**src/rtl/image_rom_window_sched.sv**
```systemverilog
// Raster-scans a dual-port image ROM and presents a zero-padded 3x3 window per pixel
// over valid/ready; taps are fetched two per cycle, one on each ROM port.
module image_rom_window_sched #(
    parameter int IMG_W  = 64,
    parameter int IMG_H  = 64,
    parameter int ADDR_W = 12,
    parameter int DATA_W = 13
) (
    input  logic                clk,
    input  logic                rst,
    input  logic                start,
    output logic [ADDR_W-1:0]   rom_addr1,
    output logic [ADDR_W-1:0]   rom_addr2,
    input  logic [DATA_W-1:0]   rom_data1,
    input  logic [DATA_W-1:0]   rom_data2,
    output logic [9*DATA_W-1:0] win_data,
    output logic [5:0]          win_x,
    output logic [5:0]          win_y,
    output logic                win_valid,
    input  logic                win_ready,
    output logic                win_last,
    output logic                busy,
    output logic                done
);

    typedef enum logic [1:0] {IDLE, FETCH, PRESENT, DONE} state_t;

    typedef struct packed {
        logic              ok;
        logic [ADDR_W-1:0] addr;
    } tap_t;

    state_t     state;
    logic [2:0] slot;
    logic       ok1, ok2;
    logic       at_row_end;
    logic [5:0] nx, ny, ld_x, ld_y;
    logic [2:0] ld_slot;
    logic [3:0] cur_t;
    tap_t       p1, p2;

    // Tap t of the window centred on (px,py); out-of-image taps get ok=0 and address 0.
    function automatic tap_t lookup(input logic [5:0] px, input logic [5:0] py,
                                    input logic [3:0] t);
        tap_t r;
        int   tx, ty;
        tx     = int'(px) + int'(t) % 3 - 1;
        ty     = int'(py) + int'(t) / 3 - 1;
        r.ok   = (t < 4'd9) && (tx >= 0) && (tx < IMG_W) && (ty >= 0) && (ty < IMG_H);
        r.addr = r.ok ? ADDR_W'(ty * IMG_W + tx) : '0;
        return r;
    endfunction

    // Addresses for the slot that the next edge will load.
    always_comb begin
        at_row_end = (win_x == 6'(IMG_W - 1));
        nx         = at_row_end ? 6'd0 : win_x + 6'd1;
        ny         = at_row_end ? win_y + 6'd1 : win_y;
        ld_x       = win_x;
        ld_y       = win_y;
        ld_slot    = slot + 3'd1;
        case (state)
            IDLE: begin
                ld_x    = '0;
                ld_y    = '0;
                ld_slot = '0;
            end
            PRESENT: begin
                ld_x    = nx;
                ld_y    = ny;
                ld_slot = '0;
            end
            default: ;
        endcase
        p1    = lookup(ld_x, ld_y, {ld_slot, 1'b0});
        p2    = lookup(ld_x, ld_y, {ld_slot, 1'b1});
        cur_t = {slot, 1'b0};
    end

    always_ff @(posedge clk) begin
        if (rst) begin
            state     <= IDLE;
            slot      <= '0;
            ok1       <= 1'b0;
            ok2       <= 1'b0;
            rom_addr1 <= '0;
            rom_addr2 <= '0;
            // NOTE: the tap storage doubles as the win_data output register, so it is
            // reset along with the control state rather than left uninitialised.
            win_data  <= '0;
            win_x     <= '0;
            win_y     <= '0;
            win_valid <= 1'b0;
            win_last  <= 1'b0;
            busy      <= 1'b0;
            done      <= 1'b0;
        end else begin
            // NOTE: all state here uses <= so every read sees the pre-edge value.
            done <= 1'b0;
            case (state)
                IDLE: begin
                    if (start) begin
                        state     <= FETCH;
                        slot      <= '0;
                        busy      <= 1'b1;
                        rom_addr1 <= p1.addr;
                        rom_addr2 <= p2.addr;
                        ok1       <= p1.ok;
                        ok2       <= p2.ok;
                    end
                end
                FETCH: begin
                    win_data[int'(cur_t)*DATA_W +: DATA_W] <= ok1 ? rom_data1 : '0;
                    if (slot != 3'd4)
                        win_data[int'(cur_t)*DATA_W + DATA_W +: DATA_W] <= ok2 ? rom_data2 : '0;
                    if (slot == 3'd4) begin
                        state     <= PRESENT;
                        win_valid <= 1'b1;
                        win_last  <= at_row_end && (win_y == 6'(IMG_H - 1));
                        rom_addr1 <= '0;
                        rom_addr2 <= '0;
                        ok1       <= 1'b0;
                        ok2       <= 1'b0;
                    end else begin
                        slot      <= ld_slot;
                        rom_addr1 <= p1.addr;
                        rom_addr2 <= p2.addr;
                        ok1       <= p1.ok;
                        ok2       <= p2.ok;
                    end
                end
                PRESENT: begin
                    if (win_ready) begin
                        win_valid <= 1'b0;
                        win_last  <= 1'b0;
                        if (win_last) begin
                            state <= DONE;
                            done  <= 1'b1;
                            win_x <= '0;
                            win_y <= '0;
                        end else begin
                            state     <= FETCH;
                            slot      <= '0;
                            win_x     <= nx;
                            win_y     <= ny;
                            rom_addr1 <= p1.addr;
                            rom_addr2 <= p2.addr;
                            ok1       <= p1.ok;
                            ok2       <= p2.ok;
                        end
                    end
                end
                DONE: begin
                    state <= IDLE;
                    busy  <= 1'b0;
                end
                default: state <= IDLE;
            endcase
        end
    end

endmodule

```
**config.mk**
```make
export PLATFORM = sky130hd
export DESIGN_NAME = image_rom_window_sched
export DESIGN_NICKNAME = d
export VERILOG_FILES = /design/src/rtl/image_rom_window_sched.sv
export SDC_FILE = /design/constraint.sdc
export NUM_CORES = 1
export LEC_CHECK = 0
export BUFFER_PORTS_ARGS = -buffer_cell sky130_fd_sc_hd__buf_4
export CORE_ASPECT_RATIO = 1.5
export CORE_UTILIZATION = 40
export DETAILED_ROUTE_END_ITERATION = 7
export SLEW_MARGIN = 5
export SYNTH_ARGS = -nofsm -noshare
export SYNTH_HDL_FRONTEND = slang
export SYNTH_SLANG_ARGS = --single-unit
```
**constraint.sdc**
```tcl
create_clock -name clk -period 7.7 [get_ports clk]
set_input_delay 0.385 -clock clk [delete_from_list [all_inputs] [get_ports clk]]
set_output_delay 0.385 -clock clk [all_outputs]
set_load 0.02 [all_outputs]
```
==> results of run 1 <==
[flip-flops by register name, indices dropped and copies added (netlist names)]
| name | flops |
|---|---|
| rom_addr1 | 12 |
| ok1 | 1 |
| ok2 | 1 |
| win_last | 1 |
| done | 1 |
| state | 2 |
| win_valid | 1 |
| win_y | 6 |
| busy | 1 |
| win_data | 117 |
| win_x | 6 |
| rom_addr2 | 12 |
| slot | 3 |
[synth_stat cells (8+ instances only)]
| library cell | instances | share of area [%] |
|---|---|---|
| a211o_1 | 11 | 0.52 |
| a211oi_1 | 38 | 1.5 |
| a21o_1 | 26 | 1.0 |
| a21oi_1 | 248 | 6.6 |
| a221oi_1 | 24 | 1.1 |
| a22oi_1 | 42 | 1.7 |
| a311oi_1 | 12 | 0.56 |
| a31oi_1 | 24 | 0.80 |
| a32oi_1 | 17 | 0.80 |
| and2_1 | 30 | 1.0 |
| and3_1 | 18 | 0.60 |
| buf_1 | 17 | 0.34 |
| buf_2 | 9 | 0.24 |
| clkbuf_1 | 134 | 2.7 |
| dfxtp_1 | 164 | 18 |
| ha_1 | 123 | 8.2 |
| inv_1 | 133 | 2.7 |
| mux2_2 | 27 | 1.6 |
| mux2i_1 | 79 | 4.2 |
| nand2_1 | 330 | 6.6 |
| nand2b_1 | 25 | 0.84 |
| nand3_1 | 94 | 2.5 |
| nand3b_1 | 8 | 0.32 |
| nand4_1 | 29 | 0.97 |
| nor2_1 | 324 | 6.5 |
| nor2b_1 | 30 | 1.0 |
| nor3_1 | 94 | 2.5 |
| nor3b_1 | 8 | 0.32 |
| nor4_1 | 27 | 0.90 |
| o211ai_1 | 25 | 1.0 |
| o21a_1 | 16 | 0.64 |
| o21ai_0 | 220 | 5.9 |
| o21bai_1 | 16 | 0.64 |
| o221ai_1 | 11 | 0.52 |
| o22ai_1 | 40 | 1.3 |
| o311ai_0 | 10 | 0.47 |
| o31ai_1 | 30 | 1.2 |
| or2_2 | 17 | 0.57 |
| or3_1 | 18 | 0.60 |
| xnor2_1 | 39 | 1.8 |
| xor2_1 | 34 | 1.6 |
[metrics by stage]
step	cell area, um2	std cells	hold slack, ns	setup WS (ns)
finish	21400	3478	0.352	0.484
floorplan	18700	2768	0.432	0.0838
detailed placement	20800	3444	0.447	0.415
CTS	21300	3476	0.311	0.355
global route	21400	3478	0.411	0.00211
global placement	20800	3444	0.443	0.570
[final timing paths]
path | end | slack (ns) | startpoint
worst min register to register | rom_addr1[3]$_SDFFE_PP0P_ | 0.46 | rom_addr1[3]$_SDFFE_PP0P_
worst min-delay path | state[1]$_SDFFE_PP0P_ | 0.35 | win_ready
worst max-delay path | rom_addr2[9]$_SDFFE_PP0P_ | 0.48 | slot[0]$_SDFFE_PP0P_
worst max register to register | rom_addr2[9]$_SDFFE_PP0P_ | 0.48 | slot[0]$_SDFFE_PP0P_
[kinds of logic (layout without fill, tap and decap cells)]
kind of cell    after synthesis  count (layout)  share of synthesized area [%]
buf+inv                     300             422                           6.14
xor+xnor                     74              74                           3.51
fa+ha+maj                   130             130                           8.99
other cells                   2              12                         0.0402
flops                       164             164                           17.6
mux                         106             106                           5.86
simple gates               1078            1078                           26.7
compound gates              904             904                           31.2
[power by group through the flow]
stage	Combinational [mW]	Clock, mW	Sequential (mW)
3_5_place_dp	1.82	0	0.916
5_1_grt	2.04	0.951	0.899
4_1_cts	1.83	0.926	0.896
3_3_place_gp	1.82	0	0.915
6_report	1.92	0.921	0.898
2_1_floorplan	1.21	0	0.937
[layout make-up]
type	count	share of cell area, %
Clock inverter	13	0.660
Timing Repair Buffer	251	8.80
Sequential cell	164	15.3
Clock buffer	19	2.07
Multi-Input combinational cell	2304	67.2
Inverter	139	2.45
Tap cell	588	3.44
[repair_timing]
action                     CTS  global route
resized for setup            0             8
hold buffers                 0             0
buffers inserted             0             2
setup endpoints to repair    0            26
[worst reg2reg max path: stages (launching register included)]
cell and delay, ns:
dfxtp_2 0.50, ha_2 0.33, xnor2_1 0.25, and3_1 0.29
ha_1 0.25, ha_1 0.35, inv_1 0.14, o21ai_4 0.19
inv_1 0.16, or2_2 0.31, nand2_1 0.13, clkinv_1 0.25
nor3_1 0.30, xor2_1 0.10, ha_1 0.28, inv_1 0.05
ha_1 0.37, nand3_1 0.09, o211ai_1 0.40, nand4_1 0.33
a311oi_2 0.41, o21ai_0 0.23, and4b_1 0.26, a21oi_1 0.12
o211ai_1 0.10, or4_4 0.65, o31ai_2 0.28
[per-layer routing]
layer	vias up	track usage (%)	part of all wire [%]	wire (um)
met2	1329	70.6	49	48100
met4	0	34.9	9.8	9650
li1	10300	-	-	-
met3	401	7.45	7.1	7030
met1	10800	42.2	34	34000
met5	-	0	0	0
==> flow_metrics.py, run 1 <==
metrics = {
    "outcome": {
        "status": "finished, violations left",
        "failed_checks": "design-rule violations",
    },
    "drt": {
        "ant_nets": 0,
        "via_count": 22900,
        "route.detailed.wl_per_inst_um": 28.4,
        "routed_via_density": 6.58,
        "post-route-drc-count": 4,
        "drt_pre_antenna_iters": 8,
        "detailedRoute.firstIterationViolations": 2439,
        "wirelength_mm": 98.8,
    },
    "global_routing": {
        "grt_overflow": 0,
        "grt_start_max_net_pins": 75,
        "grt_first_pass_wirelength_mm": 142,
        "initial_antenna_violation_count": 0,
        "via_count_of_the_first_global_routing_pass": 21900,
        "gr-usage-all-layers_pct": 40.9,
    },
    "layout": {
        "drive_gt1_share_pct": 12.9,
        "seqCellArea_mm2": 0.00328,
        "final_core_util_pct": 46.7,
        "filler_cell_count": 4787,
        "layout_common_cells": "nand2_1, nor2_1, buf_4, a21oi_1, o21ai_0",
        "antennaDiodeCount": 0,
        "num-nets-final": 3037,
        "multi_input_area_mm2": 0.0144,
        "final_common_cell": "nand2_1",
        "synthToLayoutAreaGrowth_pct": 14.6,
    },
    "min_path": {
        "worstHoldPathCells": 4,
        "worstHoldPathType": "primary input to register",
    },
    "floorplan": {
        "floorplan.rows": 96,
        "die_w_um": 178,
        "start_util_pct": 40.7,
        "fp.dieArea_mm2": 0.0476,
        "coreArea_mm2": 0.0459,
        "die_height_um": 267,
        "io-pin-count": 187,
    },
    "critical_path": {
        "worst_r2r_path_depth": 26,
        "critical_path.max_fanout": 17,
        "start_kind": "register",
        "critical_path_required_ns": 8.10,
        "critPathTopFamily": "simple AND/OR/NAND/NOR gates",
        "critical_path_cell_count": 26,
        "crit_path_max_incr_delay_ns": 0.65,
        "critical_path.most_common_cell": "ha_1",
        "slowest_cell_on_the_critical_path": "or4_4",
        "timing.critical_path.buf_inv": 4,
        "crit_arrival_ns": 7.62,
        "cp-end-kind": "register",
        "worst-setup-path-type": "register to register",
    },
    "synthesis": {
        "netlist_area_mm2": 0.0187,
        "synth_async_sr_flop_share_pct": 0,
        "post_synth.cell_area_avg_um2": 6.77,
        "post_synth_num_cell_types": 88,
        "number_of_flops_mapped_to_enable_cells_by_yosys": 0,
        "count_of_synthesis_stage_warnings_from_yosys": 0,
        "yosysSeqAreaShare_pct": 17.6,
        "postSynthCellCount": 2758,
        "ys_dominant_reg_cell": "dfxtp_1",
        "postSynthRegisterBits": 164,
    },
    "placed_design": {
        "placement.io_buffers": 186,
        "globalplace.congestion": 1.02,
        "place_hpwl_mm": 76.3,
    },
    "clocking": {
        "ctsLongestPathBuffers": 2,
        "ctsHtreeMaxLevel": 4,
        "clk_latency_ns": 0.49,
        "clockRootBuffer": "clkbuf_16",
        "cts_num_sinks": 164,
        "tritoncts.num_buffers": 17,
        "cts.clk_slew.worst_paths_ns": 0.08,
        "cts_tree": "built",
    },
    "pwr": {
        "intPower_mw": 1.95,
        "design_power_total_mw": 3.73,
        "netSwitchingPower_mw": 1.79,
        "pwr-share-comb_pct": 51.3,
        "power.share.clock_pct": 24.7,
        "power.ir.vdd_worst_mv": 0.154,
        "power-per-cell-area_mw_per_mm2": 174,
        "power.leakage_nw": 8.33,
        "p_sw_share_pct": 47.8,
        "sequential_power_share_pct": 24.0,
    },
    "flow_run": {
        "maxCapViolCount": 0,
    },
    "sta": {
        "finalClockSkew_ns": 0.0133,
        "timing.final.crit_period_ns": 7.22,
        "slew_headroom_pct": 8.86,
        "report.final.slew_viol_count": 0,
        "tightest_slew_ns": 1.36,
        "setup_total_negative_slack_ns": 0,
        "setup-violations-final": 0,
        "grt_setup_unrepaired": "no",
        "hold_viol": 0,
        "timing.final.crit_share_pct": 93.7,
        "max_clock_freq_mhz": 139,
    },
}
Note: power is estimated with default switching activity, not from simulation.
==> inputs of run 2 (changes only) <==
--- a/config.mk
+++ b/config.mk
@@ -9,6 +9,7 @@
 export CORE_ASPECT_RATIO = 1.5
 export CORE_UTILIZATION = 40
 export DETAILED_ROUTE_END_ITERATION = 7
+export PLACE_DENSITY = 0.61
 export SLEW_MARGIN = 5
 export SYNTH_ARGS = -nofsm -noshare
 export SYNTH_HDL_FRONTEND = slang
==> run 2 against run 1 <==
- the run now ends clean
- worst hold slack worse by 0.063 ns
- non-clock buffer count down 5
- global-route usage down 0.87 points
- via count down 0.24%
- sequential power about the same
- die area unchanged
- combinational power down 2%
- critical path type unchanged
- largest power group unchanged
- highest routed layer unchanged
==> flow_metrics.py, run 2 (same netlist as run 1, synthesis figures left out) <==
metrics = {
    "sta": {
        "timing.final.crit_share_pct": 96.1,
        "setup_total_negative_slack_ns": 0,
        "report.final.slew_viol_count": 0,
        "grt_setup_unrepaired": "no",
        "hold_viol": 0,
        "tightest_slew_ns": 1.26,
        "setup-violations-final": 0,
        "slew_headroom_pct": 15.8,
        "finalClockSkew_ns": 0.0163,
        "holdWs_ns": 0.289,
        "max_clock_freq_mhz": 135,
        "timing.final.crit_period_ns": 7.40,
    },
    "placed_design": {
        "globalplace.congestion": 1.07,
        "placement.io_buffers": 186,
        "place_hpwl_mm": 74.8,
        "dp_cells": 3441,
    },
    "layout": {
        "registers_with_the_most_flip_flops": "win_data x117, rom_addr1 x12, rom_addr2 x12",
        "synthToLayoutAreaGrowth_pct": 14.5,
        "final_common_cell": "nand2_1",
        "stdcell_count": 3474,
        "num-nets-final": 3032,
        "registers.top_by_ff_count": "win_data",
        "layout_common_cells": "nand2_1, nor2_1, a21oi_1, buf_4, o21ai_0",
        "drive_gt1_share_pct": 12.6,
        "filler_cell_count": 4804,
        "largest_register_ff_count": 117,
    },
    "drt": {
        "wirelength_mm": 96.7,
        "post-route-drc-count": 0,
        "ant_nets": 0,
        "via_count": 22800,
        "routed_via_density": 6.57,
        "route.detailed.wl_per_inst_um": 27.8,
        "drt_pre_antenna_iters": 6,
        "detailedRoute.firstIterationViolations": 2158,
    },
    "floorplan": {
        "die_height_um": 267,
        "floorplan.rows": 96,
        "die_w_um": 178,
        "fp.dieArea_mm2": 0.0476,
        "start_util_pct": 40.7,
        "coreArea_mm2": 0.0459,
        "io-pin-count": 187,
    },
    "critical_path": {
        "critical_path.max_fanout": 11,
        "worst-setup-path-type": "register to register",
        "regToRegSetupSlack_ns": 0.30,
        "start_kind": "register",
        "critical_path_required_ns": 8.06,
        "cp-end-kind": "register",
        "crit_arrival_ns": 7.76,
    },
    "clocking": {
        "cts_num_sinks": 164,
        "cts.clk_slew.worst_paths_ns": 0.08,
        "ctsLongestPathBuffers": 2,
        "ctsHtreeMaxLevel": 4,
        "tritoncts.num_buffers": 17,
        "cts_tree": "built",
        "cts_resized": 0,
        "clk_latency_ns": 0.49,
        "clockRootBuffer": "clkbuf_16",
    },
    "outcome": {
        "status": "complete, no violations",
    },
    "global_routing": {
        "grt_first_pass_wirelength_mm": 139,
        "gr-usage-all-layers_pct": 40.0,
        "grt_start_max_net_pins": 85,
        "grt_overflow": 0,
        "initial_antenna_violation_count": 0,
        "via_count_of_the_first_global_routing_pass": 21700,
    },
    "pwr": {
        "power-per-cell-area_mw_per_mm2": 176,
        "power.ir.vdd_worst_mv": 0.161,
        "power.leakage_nw": 8.30,
    },
    "flow_run": {
        "maxCapViolCount": 0,
    },
    "min_path": {
        "worstHoldPathType": "primary input to register",
    },
}
run 2: area by class of cell:
type / count / area, um2 / area share (%)
inverter: 139 / 524 / 2.45
timing repair buffer: 246 / 1850 / 8.64
sequential: 164 / 3280 / 15.4
antenna: 1 / 2.50 / 0.0117
clock buffer: 18 / 429 / 2.01
clock inverter: 14 / 208 / 0.971
multi-input combinational: 2304 / 14400 / 67.1
tap: 588 / 736 / 3.44
run 2: power by group:
part / switching, mW / internal [mW] / total (mW)
Clock: 0.461 / 0.527 / 0.988
Combinational: 1.28 / 0.600 / 1.88
Sequential: 0.0239 / 0.873 / 0.897
Total: 1.77 / 2.00 / 3.77
run 2: repair_timing:
item | in CTS | in global routing
hold buffers | 0 | 0
setup buffers | 0 | 0
setup endpoints to repair | 0 | 2
run 2: worst paths after layout:
check	startpoint	endpoint	cells past startpoint
worst max-delay path	slot[0]$_SDFFE_PP0P_	rom_addr1[8]$_SDFFE_PP0P_	23
worst min-delay path	win_ready	state[1]$_SDFFE_PP0P_	4
worst max register to register	slot[0]$_SDFFE_PP0P_	rom_addr1[8]$_SDFFE_PP0P_	23
worst min register to register	rom_addr2[5]$_SDFFE_PP0P_	rom_addr2[5]$_SDFFE_PP0P_	2
run 2: metrics by stage:
stage                     util [%]  area (um2)  power [mW]  setup WS (ns)
after floorplan                  -       18700        2.15         0.0838
final                         46.6       21400        3.77          0.297
after CTS                     46.6       21400        3.72          0.367
after detailed placement      45.2       20700        2.74          0.409
after global placement        45.2       20700        2.73          0.621
after global routing          46.6       21400        3.92         0.0112
run 2: layer usage:
metal / routed length (um) / track usage (%)
met5: 0 / 0
met4: 9050 / 32.6
met3: 6870 / 6.58
met2: 46900 / 69.3
met1: 33900 / 42.2
run 2: worst max-delay path, cell delays in order, from the launching register on:
cell and delay (ns):
dfxtp_2 0.34, ha_1 0.30, xnor2_1 0.43, and3_1 0.29, ha_1 0.28, inv_1 0.10
ha_1 0.37, or2_2 0.34, ha_1 0.33, nand2_1 0.24, mux2_2 0.38, ha_1 0.28
inv_1 0.04, ha_1 0.34, nor2b_1 0.17, o31a_1 0.29, o311ai_1 0.78, a311oi_1 0.27
o21ai_1 0.28, nand3_1 0.17, or4b_1 0.49, and4_1 0.23, nand2_1 0.38, o31ai_1 0.14
